**src/rtl/br_update_sched.sv**
```systemverilog
// Branch-resolution update scheduler: buffers up to two committed branches per
// cycle in an in-order FIFO and feeds the predictor's single update port.
module br_update_sched #(
  parameter int DEPTH = 8,
  parameter int CNT_W = 16
) (
  input  logic             clk,
  input  logic             rst,
  input  logic [1:0]       cmt_valid,
  input  logic [31:0]      cmt_pc0,
  input  logic [31:0]      cmt_pc1,
  input  logic [1:0]       cmt_taken,
  input  logic [1:0]       cmt_mispred,
  input  logic             drain_req,
  input  logic             stat_clr,
  output logic             stall_commit,
  output logic             drained,
  output logic [31:0]      pc_result,
  output logic             br_result,
  output logic             pc_result_load,
  output logic [CNT_W-1:0] br_cnt,
  output logic [CNT_W-1:0] mispred_cnt
);

  localparam int AW = $clog2(DEPTH);
  localparam logic [AW:0] STALL_TH = (AW+1)'(DEPTH - 2);

  localparam logic [1:0] ST_RUN   = 2'd0;
  localparam logic [1:0] ST_DRAIN = 2'd1;
  localparam logic [1:0] ST_DONE  = 2'd2;

  logic [32:0]   mem [DEPTH];
  logic [AW-1:0] head;
  logic [AW-1:0] tail;
  logic [AW-1:0] tail_lane1;
  logic [AW:0]   count;
  logic [1:0]    state;
  logic [1:0]    state_nxt;
  logic          acc0;
  logic          acc1;
  logic          pop;
  logic [1:0]    n_acc;
  logic [1:0]    n_mis;

  function automatic logic [CNT_W-1:0] sat_add(input logic [CNT_W-1:0] a,
                                               input logic [1:0]       inc);
    logic [CNT_W:0] sum;
    sum = {1'b0, a} + (CNT_W+1)'(inc);
    sat_add = sum[CNT_W] ? '1 : sum[CNT_W-1:0];
  endfunction

  // Stall whenever two free slots cannot be guaranteed, or a drain is in progress
  always_comb begin
    stall_commit = (count > STALL_TH) || (state != ST_RUN);
    acc0         = cmt_valid[0] & ~stall_commit;
    acc1         = cmt_valid[1] & ~stall_commit;
    n_acc        = {1'b0, acc0} + {1'b0, acc1};
    n_mis        = {1'b0, acc0 & cmt_mispred[0]} + {1'b0, acc1 & cmt_mispred[1]};
    tail_lane1   = tail + AW'(acc0);
    pop          = (count != '0) && (state != ST_DONE);
  end

  always_comb begin
    pc_result_load = pop;
    pc_result      = '0;
    br_result      = 1'b0;
    if (count != '0) begin
      pc_result = mem[head][32:1];
      br_result = mem[head][0];
    end
    drained = (state == ST_DONE);
  end

  always_comb begin
    state_nxt = state;
    case (state)
      ST_RUN:   if (drain_req) state_nxt = ST_DRAIN;
      ST_DRAIN: if ((count == '0) || ((count == (AW+1)'(1)) && pop)) state_nxt = ST_DONE;
      default:  state_nxt = ST_RUN;
    endcase
  end

  // Storage carries no reset; validity is tracked entirely by count/head/tail
  always_ff @(posedge clk) begin
    if (acc0) mem[tail]       <= {cmt_pc0, cmt_taken[0]};
    if (acc1) mem[tail_lane1] <= {cmt_pc1, cmt_taken[1]};
  end

  always_ff @(posedge clk or negedge rst) begin
    if (!rst) begin
      head        <= '0;
      tail        <= '0;
      count       <= '0;
      state       <= ST_RUN;
      br_cnt      <= '0;
      mispred_cnt <= '0;
    end else begin
      head  <= head + AW'(pop);
      tail  <= tail + AW'(n_acc);
      count <= count + (AW+1)'(n_acc) - (AW+1)'(pop);
      state <= state_nxt;
      if (stat_clr) begin
        br_cnt      <= '0;
        mispred_cnt <= '0;
      end else begin
        br_cnt      <= sat_add(br_cnt, n_acc);
        mispred_cnt <= sat_add(mispred_cnt, n_mis);
      end
    end
  end

endmodule

```
**config.mk**
```make
export PLATFORM = sky130hd
export DESIGN_NAME = br_update_sched
export DESIGN_NICKNAME = d
export VERILOG_FILES = /design/src/rtl/br_update_sched.sv
export SDC_FILE = /design/constraint.sdc
export NUM_CORES = 1
export LEC_CHECK = 0
export ABC_AREA = 1
export BUFFER_PORTS_ARGS = -buffer_cell sky130_fd_sc_hd__buf_2
export CORE_MARGIN = 1.5
export CORE_UTILIZATION = 40
export CTS_CLUSTER_SIZE = 12
export DETAILED_ROUTE_END_ITERATION = 7
export GPL_TIMING_DRIVEN = 0
export HOLD_SLACK_MARGIN = 0.05
export PLACE_DENSITY = 0.59
export REMOVE_ABC_BUFFERS = 1
export SETUP_SLACK_MARGIN = 0.15
export SYNTH_ARGS = -nofsm -noshare
export SYNTH_HDL_FRONTEND = slang
export SYNTH_SLANG_ARGS = --single-unit
```
**constraint.sdc**
```tcl
create_clock -name clk -period 5.3 [get_ports clk]
set_input_delay 0.795 -clock clk [delete_from_list [all_inputs] [get_ports clk]]
set_output_delay 0.795 -clock clk [all_outputs]
set_load 0.005 [all_outputs]
```
== Word-level counts from Yosys, hierarchy flattened ==
Memories as Yosys holds them, arrays and structs flattened.
Index checks and enable logic that the tools add are counted.

* Bits of input ports: 74
* Output and inout bits: 68
* Flip-flop bits (word level): 44
* RAM bits: 264
* Memories kept: 1
* Logic and storage cells: 50

* Add/sub/neg operators: 9
* Equality and inequality tests: 6
* $lt $le $gt $ge: 1
* Mux-type cells: 13
* Reduce and logical (&&, ||, !) cells: 9
* Bitwise gates (word level): 5

{| class="wikitable"
|+ Memories
! memory !! depth !! width !! read ports !! clocked after Yosys merged registers in !! write ports !! line !! text
|-
| mem || 8 || 33 || 1 || 0 || 2 || 32 || <nowiki>logic [32:0] mem [DEPTH];</nowiki>
|}

{| class="wikitable"
|+ Operators by type and width
! operator !! number
|-
| two-way mux 16 bit || 4
|-
| adder 16 x 2 -> 17 bit || 2
|-
| two-way mux 32 bit || 1
|-
| adder 3 x 1 -> 3 bit || 2
|-
| != test 2 bit (second input constant) || 3
|-
| two-way mux 1 bit || 5
|-
| adder 1 x 1 -> 2 bit || 2
|-
| adder 4 x 2 -> 4 bit || 1
|-
| bitwise AND 1 bit || 4
|-
| equality test 4 x 1 -> 1 bit (second input constant) || 1
|-
| greater-than comparator 4 x 3 -> 1 bit (second input constant) || 1
|-
| zero test 4 bit || 1
|-
| two-way mux 2 bit || 2
|-
| one-hot mux 2 bit (2 select lines) || 1
|-
| nonzero test 4 bit || 1
|-
| subtractor 4 x 1 -> 4 bit || 1
|-
| adder 3 x 2 -> 3 bit || 1
|-
| equality test 2 x 1 -> 1 bit (second input constant) || 1
|-
| equality test 2 bit (second input constant) || 1
|-
| logical AND 1 bit || 2
|-
| zero test 2 bit || 1
|-
| logical OR 1 bit || 2
|-
| AND reduction 2 bit || 1
|-
| nonzero test 2 bit || 1
|-
| inverter 1 bit || 1
|}

== Longest topological paths before layout ==
Gate-level depths: netlist of run 1.

* Depth in word-level cells: 9
* Gate-level depth with buffers: 20
* Gate-level depth less buffers: 20

== Least setup slack after synthesis of run 1 ==
No wires, ideal clock.

* Path type: register to register
* From: register count[3]
* To: memory mem[0][0], enable pin
* Path buffers: 0
* Stages on the path, launching flop included: 9
* Data arrival time: 3.650 ns
* Setup time: 0.469 ns
* Required time: 4.831 ns
* Path slack: 1.181 ns
* Cells stage by stage: dfrtp_1 -> inv_1 -> ha_1 -> nand2_2 -> nand2_2 -> o211ai_4 -> nor2_1 -> nand3_1 -> o21ai_0

{| class="wikitable"
|+ RTL lines
! item !! line !! text
|-
| start, declared || 36 || <nowiki>logic [AW:0] count;</nowiki>
|-
| start signal, assigned || 100 || <nowiki>count <= count + (AW+1)'(n_acc) - (AW+1)'(pop);</nowiki>
|-
| end, declared || 32 ||
|}

== Final worst setup path of run 1 ==
* From: register head[0]
* To: output pc_result[14]

* Cells in the longest elaborated chain, start to end: 2

{| class="wikitable"
|+ RTL lines
! item !! line !! text
|-
| start, declared || 33 || <nowiki>logic [AW-1:0] head;</nowiki>
|-
| start signal, assigned || 98 || <nowiki>head <= head + AW'(pop);</nowiki>
|-
| memory read (8 x 33 bit) || -- ||
|-
| two-way mux 32 bit || 67 || <nowiki>if (count != '0) begin</nowiki>
|-
| end, declared || 18 || <nowiki>output logic [31:0] pc_result,</nowiki>
|}

No other way between the ends.

==> run summary, run 1 <==
Slew @ Worst Pin: 1015 ps
Final worst path period need: 3962 ps
Period Utilization, post-route: 74.76%
Hpwl dp: 24.13 mm
CTS clk-pin slew, worst paths: 60 ps
Share of power burned in registers: 38.3%
Clk_skew: 22.05 ps
Peak VDD IR: 0.3459 mV
Yosys cell types: 36
Post-Synth Adder-Cell Area: 1.635%
CTS max path bufs: 3
Vias in the first global route: 11860
Initial Util: 40.65%
Hold WC Path Type: in -> async
I/O Pins: 142
Die ar.: 0.04178 mm2
Sw Share: 37.40%
CTS tree: done
Ys async rst share: 14.29%
Syn Inst Count: 1794
Syn Std Cell Area: 0.01623 mm2
Leak pwr: 7.483 nW
WL final: 42.60 mm
Maxcap violations: 0
Pwr dens: 475.2 mW/mm2
Ys Warns: 0
Crit path arrival time: 3170 ps
Switching power: 3.222 mW
Die width: 204.4 um
Via count: 12580
First-pass GRT wire length: 65.83 mm
Clock power frac: 26.4%
CTS root buf: clkbuf_16
Pins Over Slew Limit: 0
Via density: 5.259
Placed cell area: 0.01708 mm2
Final core utilization: 45.43%
WP data required: 4510 ps
Area share of xor/xnor cells in the synthesized design: 1.018%
Post-synth EDFFs: 264
RSZ-0062 raised after global routing: no
Fill count: 3734
WL/cell: 17.82 um
CTS resizes: 0
WS Path Type: reg -> out
Total Nets Final: 1931
Clock Latency Late Sink: 530 ps
Pint: 5.394 mW
Final count of negative-setup-slack endpoints: 0
Hold_buf cts: 0
Grt ovf: 0
Sequential area share after synthesis: 55.64%
Synth Flop Type: edfxtp_1
Mapped Avg Cell Area: 9.044 um2
Initial DRC count: 921
Max H-tree Level: 2
CP Launch Type: flip-flop
All-Layer GR Usage: 20.45%
Post-Synth Simple-Gate Area: 17.53%
Largest net degree at the start of global routing: 73
Core ar.: 0.03991 mm2
Post-Layout Inst Area: 0.01813 mm2
Layout Area Growth over Synthesis: 11.75%
Outcome: finished clean
Initial antenna violation count: 7
Post-synthesis register bit count: 308
Post-route DRC: 0
Final hold vios: 0
Die height: 204.4 um
Rows: 73
Setup crit end kind: output port
Mux cell area share after synthesis: 0%
Synth Area in Compound Gates: 16.25%
Largest family of logic cells by synthesized area: simple AND/OR/NAND/NOR gates
Final ANT Viol Nets: 0
Clk sinks: 308
First-pass DRT Iterations: 7
Register area: 0.009037 mm2
Post-CTS setup buffer count: 0
GP Congestion: 0.7976
Worst slew margin: 32.34%
Multi-input logic area: 0.006001 mm2
Layout cell share with drive strength beyond 1: 12.56%
Num CTS Buffers: 35
Fmax: 252.4 MHz
PortBufs: 141
Combinational Power Share: 35.3%
Worst-path maximum fanout: 72
-- critical path, cell delays in order (launching register included) --
cell and delay, ps:
dfrtp_4 690, buf_12 270, inv_4 530, buf_16 370, nor2_1 60, o21ai_0 170
o21ai_0 110, nor2_1 260, buf_2 160
-- state kept, by name (all words and copies together), names as in the netlist --
signal / cells
br_cnt: 16
tail: 3
state: 2
head: 3
count: 4
mem: 264
mispred_cnt: 16
-- path summary, 6_finish.rpt --
path                            startpoint             to  slack (ps)  depth (start not counted)
max in group asynchronous              rst        head[1]        4100                          1
worst max register to register    count[3]     mem[2][14]        1410                         14
min in group clk                 drain_req       state[0]         520                          3
worst max-delay path               head[0]  pc_result[14]        1340                          8
worst min register to register    count[0]       count[0]         540                          1
worst min-delay path                   rst     br_cnt[14]         440                          1
-- power groups by stage --
stage	clock network, mW	logic (mW)	registers (mW)
after CTS	2.31	3.07	3.30
final	2.27	3.04	3.30
after detailed placement	0	3.06	3.35
after floorplan	0	1.77	3.37
after global routing	2.40	3.43	3.34
after global placement	0	2.71	3.61
-- metrics by stage --
stage	TNS (ps)	setup slack, ps	power, mW	std cells	hold slack (ps)
6_report	0	1338	8.616	2391	438.7
3_5_place_dp	0	1351	6.410	2325	541.7
4_1_cts	0	1330	8.687	2388	474.4
3_3_place_gp	-638540	-5294	6.322	2312	528.6
5_1_grt	0	1062	9.178	2389	523.0
2_1_floorplan	-10400	-319.1	5.136	1646	499.4
-- cell type report --
| type | count | share of cell area [%] |
|---|---|---|
| repair buffers | 154 | 5.493 |
| inverters | 103 | 2.146 |
| clock inverters | 15 | 0.6072 |
| diodes | 3 | 0.04140 |
| multi-input cells | 1235 | 33.09 |
| well taps | 525 | 3.623 |
| clock buffers | 48 | 5.155 |
| flip-flops and latches | 308 | 49.84 |
-- per-layer routing --
metal	global-route usage [%]	share of wire, %
met3	4.002	7.3
met1	27.90	45
met5	0	0.16
met4	5.095	2.0
met2	33.40	46
-- cell usage after synthesis (2+ instances only) --
master | number | area, um2
inv_1 | 102 | 382.9
nand3_1 | 33 | 165.2
nand2_4 | 8 | 90.09
clkbuf_1 | 36 | 135.1
buf_4 | 4 | 30.03
buf_6 | 32 | 360.4
buf_2 | 71 | 355.3
o21ai_1 | 252 | 1261
nor3b_1 | 3 | 22.52
xor2_1 | 12 | 105.1
nor2_2 | 2 | 12.51
nor2_1 | 289 | 1085
nand2_2 | 2 | 12.51
nand2_1 | 334 | 1254
nand4_1 | 11 | 68.82
xnor2_1 | 5 | 43.79
nor3_1 | 10 | 50.05
nand3b_1 | 4 | 30.03
o21ai_2 | 3 | 26.28
a21oi_1 | 20 | 100.1
o21ai_0 | 185 | 925.9
edfxtp_1 | 264 | 7928
dfrtp_1 | 44 | 1101
a31oi_1 | 2 | 12.51
ha_1 | 18 | 225.2
buf_1 | 5 | 18.77
fa_1 | 2 | 40.04
o32ai_1 | 33 | 289.0
-- cell usage in the layout, fill, tap and decap left out, types with 4 or more instances in the layout --
master     instances
xor2_1            12
buf_12             9
xnor2_1            5
o32ai_1           33
clkbuf_16         35
o21ai_0          177
nand3b_1           4
nor3_1            10
clkinv_1           7
a21oi_1           20
nor2_1           289
inv_1             99
nand2_4            8
ha_1              18
clkbuf_1          12
clkinv_2           5
nand4_1           11
buf_2            141
buf_16             4
o21ai_4            8
edfxtp_1         264
o21ai_1          252
nand3_1           33
nand2_1          334
dfrtp_1           41
-- cell families (layout without fill, tap and decap cells) --
| family | after synthesis | after routing |
|---|---|---|
| compound gates | 496 | 496 |
| xor+xnor | 18 | 18 |
| fa+ha+maj | 20 | 20 |
| buf+inv | 251 | 320 |
| flops | 308 | 308 |
| other cells | 0 | 3 |
| simple gates | 701 | 701 |
(Power assumes the default switching activity.)
==> run 2, diff against run 1 <==
PLACE_DENSITY = 0.61   (was 0.59)
clock period = 3.2 ns   (was 5.3 ns; I/O delays follow)
==> run 2 against run 1 <==
  * Critical path depth up 7
  * Via count up 12%
  * Largest cell class unchanged
  * Critical path type is now reg -> reg
  * Cell area up 8.6%
  * Utilization up 3.9 points
  * Clock-buffer cell count up 1
  * Combinational power up 140%
  * Register-to-register slack worse by 1300 ps
  * Clock skew down 3.1 ps
  * Global-route usage up 5.3 points
  * Routed wire length up 36%
==> run summary, run 2 (synthesis gave the netlist of run 1 again) <==
Max H-tree Level: 2 (unchanged)
Clock Latency Late Sink: 530 ps (about the same)
Pwr dens: 834.3 mW/mm2 (was 475.2 mW/mm2)
Worst slew margin: 32.95% (was 32.34%)
First-pass GRT wire length: 80.28 mm (was 65.83 mm)
WL final: 58.05 mm (was 42.60 mm)
Largest net degree at the start of global routing: 90 (was 73)
Maxcap violations: 0 (unchanged)
Biggest register: mem (unchanged)
Crit path arrival time: 3270 ps (was 3170 ps)
Rows: 73 (unchanged)
Vias in the first global route: 13150 (was 11860)
Hold_ws: 120.7 ps (was 438.7 ps)
Initial Util: 40.65% (unchanged)
Grt ovf: 0 (unchanged)
Layout Area Growth over Synthesis: 21.40% (was 11.75%)
Most common cell after layout, fill and taps aside: nand2_1 (unchanged)
Setup crit end kind: flip-flop (was output port)
Multi-input logic area: 0.006485 mm2 (was 0.006001 mm2)
RSZ-0062 raised after global routing: yes (was no)
CTS tree: done (unchanged)
WL/cell: 23.36 um (was 17.82 um)
Total Nets Final: 2028 (was 1931)
Die width: 204.4 um (unchanged)
Worst-path cell with the longest stage delay: dfrtp_1 (was dfrtp_4)
All-Layer GR Usage: 25.76% (was 20.45%)
CTS root buf: clkbuf_16 (unchanged)
CTS clk-pin slew, worst paths: 60 ps (about the same)
Initial DRC count: 1583 (was 921)
Final ANT Viol Nets: 0 (unchanged)
Die height: 204.4 um (unchanged)
Hold_buf cts: 0 (unchanged)
Post-Layout Inst Area: 0.01970 mm2 (was 0.01813 mm2)
Final core utilization: 49.35% (was 45.43%)
CP Launch Type: flip-flop (unchanged)
Initial antenna violation count: 7 (unchanged)
Via count: 14140 (was 12580)
Crit path buffers/inverters: 4 (unchanged)
Num CTS Buffers: 36 (was 35)
Family with the most delay on the worst path: buffers and inverters (unchanged)
Die ar.: 0.04178 mm2 (unchanged)
Slew @ Worst Pin: 1006 ps (was 1015 ps)
First-pass DRT Iterations: 5 (was 7)
Biggest regs: mem: 264 flops, br_cnt: 16 flops, mispred_cnt: 16 flops (unchanged)
Final non-filler cell total: 2485 (was 2391)
Fmax: 328.7 MHz
Register area: 0.009037 mm2 (unchanged)
Worst-path maximum fanout: 7 (was 72)
PortBufs: 141 (unchanged)
Dpl cells: 2324 (was 2325)
Commonest non-fill, non-tap cells in the layout: 330 x nand2_1, 277 x nor2_1, 264 x edfxtp_1 (was 334 x nand2_1, 289 x nor2_1, 264 x edfxtp_1)
Final worst path period need: 3043 ps
Period Utilization, post-route: 95.08%
WP data required: 3430 ps (was 4510 ps)
CP peak stage delay: 380 ps (was 690 ps)
Clk sinks: 308 (unchanged)
Via density: 5.691 (was 5.259)
Core ar.: 0.03991 mm2 (unchanged)
Fill count: 3558 (was 3734)
Final count of negative-setup-slack endpoints: 0 (unchanged)
Leak pwr: 7.985 nW (was 7.483 nW)
GP Congestion: 0.8139 (was 0.7976)
Peak VDD IR: 0.3964 mV (was 0.3459 mV)
Clk_skew: 18.94 ps (was 22.05 ps)
Outcome: finished clean (unchanged)
Critical-path cell list: inv_2 -> ha_1 -> nand2_2 -> o211ai_4 -> nor2_4 -> ha_4 -> ha_2 -> xnor2_4 -> inv_2 -> nand2_2 -> nor2_4 -> buf_4 -> nand2_8 -> o21ai_4 -> buf_4 (was buf_12 -> inv_4 -> buf_16 -> nor2_1 -> o21ai_0 -> o21ai_0 -> nor2_1 -> buf_2)
Hold WC Path Type: in -> async (unchanged)
Placed cell area: 0.01707 mm2 (was 0.01708 mm2)
WS Path Type: reg -> reg (was reg -> out)
Setup TNS: 0 ps (unchanged)
Hpwl dp: 24.34 mm (was 24.13 mm)
Final hold vios: 0 (unchanged)
Layout cell share with drive strength beyond 1: 17.94% (was 12.56%)
Max FFs per register: 264 (unchanged)
I/O Pins: 142 (unchanged)
CTS max path bufs: 3 (unchanged)
Pins Over Slew Limit: 0 (unchanged)
Post-route DRC: 0 (unchanged)
## run 2: cell type report
cell class              count  area share [%]
inverters                 103           2.109
well taps                 525           3.335
diodes                      3         0.03811
repair inverters            1         0.03811
repair buffers            233           10.26
multi-input cells        1251           32.92
flip-flops and latches    308           45.88
clock inverters            12          0.4891
clock buffers              49           4.923
## run 2: final timing paths
path | from | to | slack [ps] | cells after the start
min in group clk | drain_req | state[0] | 180 | 3
worst max-delay path | count[3] | mem[6][17] | 160 | 15
worst max register to register | count[3] | mem[6][17] | 160 | 15
worst min register to register | state[0] | state[1] | 590 | 2
max in group asynchronous | rst | head[0] | 2330 | 1
worst min-delay path | rst | br_cnt[9] | 120 | 1
## run 2: metal layers
metal	vias up	share of wire [%]	global-route usage, %
li1	6432	-	-
met3	156	12	5.708
met5	-	0.095	0
met4	10	3.8	10.27
met2	814	46	41.53
met1	6729	38	33.65
## run 2: where the power goes
| part | switching (mW) | total (mW) | internal [mW] |
|---|---|---|---|
| registers | 0.355 | 5.37 | 5.02 |
| clock network | 1.62 | 3.82 | 2.20 |
| logic | 4.65 | 7.24 | 2.59 |
## run 2: what timing repair did
action,4_1_cts,5_1_grt
gates cloned,16,16
resized for setup,38,27
pin swaps,9,11
setup buffers,33,32
endpoints found under the hold margin,0,0
setup endpoints to repair,576,584
## run 2: per-stage QoR
stage | setup WS [ps] | power [mW]
floorplan | -2104 | 8.506
global placement | -7032 | 10.30
detailed placement | -723.9 | 10.65
CTS | 68.52 | 15.50
global route | 62.61 | 17.19
finish | 157.5 | 16.43
## run 2: worst reg2reg max path, delay by kind of cell (launching register included)
family,cells,cell delay [ps]
compound gates,2,550
xor+xnor,1,150
fa+ha+maj,3,530
buf+inv,4,600
flops,1,380
simple gates,5,530
